## config.mk

```make
export PLATFORM = sky130hd
export DESIGN_NAME = mc_control_unit
export DESIGN_NICKNAME = d
export VERILOG_FILES = /design/src/rtl/mc_control_unit.sv
export SDC_FILE = /design/constraint.sdc
export NUM_CORES = 1
export LEC_CHECK = 0
export CAP_MARGIN = 5
export CORE_AREA = 4 4 57 59
export DETAILED_ROUTE_END_ITERATION = 7
export DIE_AREA = 0 0 61 63
export PLACE_DENSITY = 0.78
export SLEW_MARGIN = 20
export SYNTH_ARGS = -nofsm -noshare
export SYNTH_HDL_FRONTEND = slang
export SYNTH_SLANG_ARGS = --single-unit
export TNS_END_PERCENT = 5
```

## constraint.sdc

```tcl
create_clock -name clk -period 2.5 [get_ports clk]
set_clock_uncertainty 0.1 [all_clocks]
set_input_delay 0.5 -clock clk [delete_from_list [all_inputs] [get_ports clk]]
set_output_delay 0.5 -clock clk [all_outputs]
set_load 0.05 [all_outputs]
```

## src/rtl/mc_control_unit.sv

```systemverilog
// Multicycle processor control unit: state register, halt latch,
// retired-instruction counter and the per-state control decode.
module mc_control_unit (
  input  logic        clk,
  input  logic        Reset,
  input  logic [2:0]  next_state,
  input  logic [5:0]  opcode,
  input  logic        zero,
  output logic [2:0]  state,
  output logic        ir_wr,
  output logic        pc_wr,
  output logic [1:0]  pc_src,
  output logic        reg_wr,
  output logic [1:0]  reg_dst,
  output logic [1:0]  wb_sel,
  output logic        mem_rd,
  output logic        mem_wr,
  output logic        halted,
  output logic [15:0] instr_count
);

  typedef enum logic [2:0] {
    S_IF   = 3'b000,
    S_ID   = 3'b001,
    S_CEXE = 3'b010,
    S_MEM  = 3'b011,
    S_CWB  = 3'b100,
    S_BEXE = 3'b101,
    S_AEXE = 3'b110,
    S_AWB  = 3'b111
  } state_e;

  localparam logic [5:0] OP_SW   = 6'b110000;
  localparam logic [5:0] OP_LW   = 6'b110001;
  localparam logic [5:0] OP_BEQ  = 6'b110100;
  localparam logic [5:0] OP_BNE  = 6'b110101;
  localparam logic [5:0] OP_J    = 6'b111000;
  localparam logic [5:0] OP_JR   = 6'b111001;
  localparam logic [5:0] OP_JAL  = 6'b111010;
  localparam logic [5:0] OP_HALT = 6'b111111;

  state_e      state_q, state_d;
  logic        halted_q;
  logic [15:0] cnt_q;
  logic        halt_retire;

  assign state       = state_q;
  assign halted      = halted_q;
  assign instr_count = cnt_q;

  // A halt seen in ID retires at this edge and freezes the machine in ID.
  assign halt_retire = !halted_q && (state_q == S_ID) && (opcode == OP_HALT);

  // Next state: follow the upstream next-state logic unless stopped.
  always_comb begin
    state_d = state_e'(next_state);
    if (halted_q || halt_retire) state_d = state_q;
  end

  // State, halt flag and retired-instruction counter; reset dominates.
  always_ff @(posedge clk) begin
    if (Reset) begin
      state_q  <= S_IF;
      halted_q <= 1'b0;
      cnt_q    <= 16'd0;
    end else begin
      state_q <= state_d;
      if (halt_retire) halted_q <= 1'b1;
      if (pc_wr || halt_retire) cnt_q <= cnt_q + 16'd1;
    end
  end

  // Control decode from current state, opcode and zero; silent when halted.
  always_comb begin
    ir_wr   = 1'b0;
    pc_wr   = 1'b0;
    pc_src  = 2'b00;
    reg_wr  = 1'b0;
    reg_dst = 2'b00;
    wb_sel  = 2'b00;
    mem_rd  = 1'b0;
    mem_wr  = 1'b0;
    if (!halted_q) begin
      case (state_q)
        S_IF: ir_wr = 1'b1;
        S_ID: begin
          if (opcode[5:3] == 3'b111) begin
            case (opcode)
              OP_J: begin
                pc_wr  = 1'b1;
                pc_src = 2'b10;
              end
              OP_JR: begin
                pc_wr  = 1'b1;
                pc_src = 2'b11;
              end
              OP_JAL: begin
                pc_wr   = 1'b1;
                pc_src  = 2'b10;
                reg_wr  = 1'b1;
                reg_dst = 2'b10;
                wb_sel  = 2'b10;
              end
              OP_HALT: pc_wr = 1'b0;
              // unassigned 111xxx opcodes retire as NOPs
              default: begin
                pc_wr  = 1'b1;
                pc_src = 2'b00;
              end
            endcase
          end
        end
        S_BEXE: begin
          pc_wr = 1'b1;
          if (((opcode == OP_BEQ) && zero) || ((opcode == OP_BNE) && !zero))
            pc_src = 2'b01;
        end
        S_AWB: begin
          reg_wr  = 1'b1;
          wb_sel  = 2'b00;
          pc_wr   = 1'b1;
          // R-type (000xxx) writes rd, immediate forms write rt
          reg_dst = (opcode[5:3] == 3'b000) ? 2'b01 : 2'b00;
        end
        S_MEM: begin
          if (opcode == OP_LW) mem_rd = 1'b1;
          if (opcode == OP_SW) begin
            mem_wr = 1'b1;
            pc_wr  = 1'b1;
          end
        end
        S_CWB: begin
          reg_wr  = 1'b1;
          reg_dst = 2'b00;
          wb_sel  = 2'b01;
          pc_wr   = 1'b1;
        end
        default: ;
      endcase
    end
  end

endmodule

```

# == After elaboration in Yosys (flattened, before gate mapping) ==
# Index checks and enable logic that the tools add are counted.
# op_classes
add_sub_neg,1
n_eq_ne,14
mux,28
reduce_logical,14
# ops
cell,count
"6-bit equality test, second input constant",8
"16-bit by 1-bit adder with 16-bit output, second input constant",1
1-bit two-way mux,16
2-bit case mux with 2 select lines,4
"3-bit equality test, second input constant",4
2-bit two-way mux,6
3-bit logical NOT,2
1-bit logical AND,4
2-bit OR reduction,2
"3-bit by 1-bit equality test with 1-bit output, second input constant",1
"3-bit by 2-bit equality test with 1-bit output, second input constant",1
1-bit logical OR,3
1-bit case mux with 3 select lines,1
3-bit OR reduction,1
1-bit logical NOT,2
1-bit case mux with 2 select lines,1
# totals
reg_bits,20
inputBits,12
out_inout_bits,31
wordCells,60

# == Depth between registers and ports, before layout ==
# depth
word_depth,6
depth_mapped,7
ltp_nobuf,5

# == Worst setup path before layout ==
# No wires, ideal clock.
# synth_path
path_type,flip-flop to output port
startpoint,register state_q[0] (netlist: state[0])
endpoint,output port pc_src[1]
arrival_time_ns,3.719
required_time_ns,1.900
path_slack_ns,-1.819
path_stages_with_launch,5
path_cell_list,dfxtp_1 -> buf_2 -> nor3b_4 -> nand3b_1 -> a2111oi_0
# synth_via
elab_chain_cells,3
elab_cells_between_ends,4
# synth_rtl
item,line,text
start: declaration,42,"state_e state_q, state_d;"
start signal: assignment,67,state_q <= state_d;
3-bit equality test / 3-bit by 1-bit equality test with 1-bit output (equally long branches),84,case (state_q)
2-bit case mux with 2 select lines *,84,
2-bit two-way mux *,83,if (!halted_q) begin
end: declaration,12,"output logic [1:0] pc_src,"
# Every way passes the cells marked *; elsewhere a longest branch is shown, timed or not.

# == Final worst setup path ==
# layout_path
startpoint,input port opcode[0]
endpoint,output port reg_wr
# layout_via
elab_chain_cells,5
# layout_rtl
item,line,text
start: declaration,7,"input logic [5:0] opcode,"
6-bit equality test,88,case (opcode)
1-bit two-way mux,88,
1-bit two-way mux,87,if (opcode[5:3] == 3'b111) begin
1-bit case mux with 2 select lines,84,
1-bit two-way mux,83,
end: declaration,13,"output logic reg_wr,"
# No other way between the ends.

==> summary.txt <==
Run status
  – Status: completed

Floorplan
  – Die footprint: 0.00384 mm^2
  – I/O Pins: 43
  – Core area: 0.00271 mm^2
  – DIE WIDTH: 61 um
  – Site Rows: 19
  – Initial core utilization: 0.438
  – Die H: 63 um

Global route
  – Grt ovf: 0
  – Largest net degree at the start of global routing: 13
  – Global-route wire length before repair: 5.71 mm
  – Overall routing resource usage: 0.185
  – Initial antenna violation count: 0
  – Vias in the first global route: 1325

Run
  – Max Cap Viol: 0

Timing
  – TNS Setup: 0 ns
  – Fin. max-slew vios: 0
  – Final count of hold timing violations: 0
  – Slew HR: 0.642
  – Tmin final: 2.45 ns
  – Min Hold Slack: 0.416 ns
  – Unrepaired setup endpoints after global routing: true
  – Highest clock rate: 409 MHz
  – Worst Max-Slew Pin Slew: 0.535 ns
  – Endpoints failing setup: 0
  – Period utilization: 0.978

Worst hold path
  – Hold Path Stages: 2
  – Worst Hold End: instr_count[7]$_SDFFE_PP0P_
  – Worst min-delay path category: flip-flop to flip-flop
  – Min-Delay Startpoint: instr_count[7]$_SDFFE_PP0P_

Power
  – Leakage: 0.763 nW
  – Worst vdd ir: 0.319 mV
  – PwrDens: 311 mW/mm^2
  – Total Power: 0.621 mW

Setup path
  – R2r worst-path depth: 5
  – Crit path required time: 1.90 ns
  – CP Capture Type: output port
  – CP max stage cell: clkdlybuf4s50_1
  – Critical path class: input port to output port
  – Max FO, Critical Path: 4
  – RR Startpoint: instr_count[3]$_SDFFE_PP0P_
  – Setup crit start kind: input port
  – FF-to-FF setup slack: 0.19 ns
  – Critical Path Max Stage Delay: 0.48 ns
  – Critical Path AT: 1.85 ns
  – Worst r2r dst: instr_count[15]$_SDFFE_PP0P_
  – Worst-path cell chain: clkdlybuf4s50_1 -> buf_4 -> inv_1 -> and3_1 -> or3_4 -> buf_12

Routing
  – Vias per cell: 5.61
  – Vias: 1329
  – Routed wire length: 3.50 mm
  – Initial drt markers: 54
  – Remaining DRCs: 0
  – Initial DRT Pass Iterations: 4
  – Final ANT Viol Nets: 0
  – Wire per inst: 14.8 um

Yosys
  – Top post-synthesis cells by count: 20 x dfxtp_1, 14 x a21oi_1, 13 x nand2_1, 12 x nor2_1, 6 x inv_1
  – Post-synthesis net count: 154
  – Cell taking the most area after synthesis: dfxtp_1
  – Synth async-reset ratio: 0
  – Post-synth top area share: 0.338
  – Syn avg cell area: 8.41 um^2
  – Cell with the most instances after synthesis: dfxtp_1
  – Dominant synthesized flop cell: dfxtp_1
  – Register area share after synthesis: 0.338
  – Synth top area cells: dfxtp_1 34%, a21oi_1 5.9%, nand2_1 4.1%, nor2_1 3.8%, xnor2_1 3.0%
  – Distinct cells, synth: 44
  – Post-synth EDFFs: 0
  – Seq cells post-synth: 20
  – Yosys warns: 0
  – Mapped Cells: 141
  – Syn Std Cell Area: 0.00119 mm^2

Place
  – Hpwl dp: 2.74 mm
  – Placed Instance Area: 0.00193 mm^2
  – Port buffer count: 42
  – RePlAce Congestion: 0.929

Clock tree
  – TritonCTS Buffers: 3
  – Clock tree root driver cell: clkbuf_4
  – Clock-pin transition on the worst setup and hold timing paths: 0.10 ns
  – Clock sink total: 20
  – Clk_lat worst skew: 0.29 ns
  – Max Buffers Root-to-Sink: 2
  – TritonCTS clock tree: yes
  – H-tree depth: 1

Finish
  – Final nets: 221
  – Area grow syn2layout: 68.6%
  – Multi-input logic area: 813 um^2
  – Layout cells sized above 1: 0.296
  – Reg area: 404 um^2
  – Final core occ: 0.738
  – Design Area, Final: 0.00200 mm^2
  – # diodes: 0
  – Fill count: 209
metrics by stage:
step / setup WS [ns] / cells
2_1_floorplan: -0.421 / 141
3_3_place_gp: -0.170 / 233
3_5_place_dp: -0.301 / 233
4_1_cts: 0.0183 / 237
5_1_grt: -0.0129 / 237
6_report: 0.0546 / 237
area by class of cell:
| type | count | share of cell area |
|---|---|---|
| Multi-Input combinational cell | 109 | 0.407 |
| Timing Repair Buffer | 68 | 0.349 |
| Sequential cell | 20 | 0.202 |
| Tap cell | 31 | 0.0194 |
| Clock buffer | 3 | 0.0113 |
| Inverter | 6 | 0.0113 |
layout by cell type (no fill, tap or decap), drive strengths merged, types with 2 or more instances in the layout:
master	synthesis	final
buf	3	37
clkdlybuf4s50	0	26
dfxtp	20	20
a21oi	14	14
nand2	13	13
nor2	12	12
inv	6	6
nand2b	5	5
and3	5	5
nand4	5	5
or3	5	5
nand3	4	4
xnor2	4	4
dlygate4sd2	0	4
nor3	4	4
a31o	4	4
a2111oi	4	4
o31ai	3	3
or4	3	3
clkbuf	3	3
nor2b	2	2
a21o	2	2
o21ai	2	2
nand4b	2	2
metal layers:
layer | up-vias | GRT usage | wire [um]
li1 | 656 | - | -
met1 | 618 | 0.212 | 1430
met2 | 53 | 0.354 | 1840
met3 | 2 | 0.0248 | 218
met4 | 0 | 0.0244 | 18
met5 | - | 0 | 0
where the power goes:
part	internal, mW	leakage [nW]	switching, mW
sequential	0.323	0.163	0.00789
combinational	0.0659	0.586	0.0800
clock	0.0559	0.0138	0.0891
repair_timing:
action	CTS	global route
pin swaps	3	1
setup endpoints to repair	7	8
resized for setup	8	6
hold buffers	0	0
buffers inserted	1	0
state kept, by name, summed over array words and instances, names as in the netlist:
name,cells
halted,1
instr_count,16
state,3
critical path: cells and delay by family:
family | cells | cell delay, ns
simple gates | 2 | 0.51
buf+inv | 4 | 0.84
kinds of logic after synthesis:
kind of cell | after synthesis | share of synthesized area
compound gates | 35 | 0.227
xor+xnor | 4 | 0.0295
fa+ha+maj | 1 | 0.0105
buf+inv | 12 | 0.0464
flops | 20 | 0.338
mux | 2 | 0.0179
simple gates | 67 | 0.331
worst max-delay path by stage:
stage | start | end | cells past startpoint
floorplan | state[0]$_SDFFE_PP0N_ | reg_wr | 6
global placement | opcode[3] | instr_count[15]$_SDFFE_PP0P_ | 6
detailed placement | opcode[3] | instr_count[15]$_SDFFE_PP0P_ | 6
CTS | opcode[1] | pc_src[0] | 4
global route | opcode[2] | reg_wr | 7
finish | opcode[0] | reg_wr | 6
No activity file was read; power rests on OpenSTA's default activity.
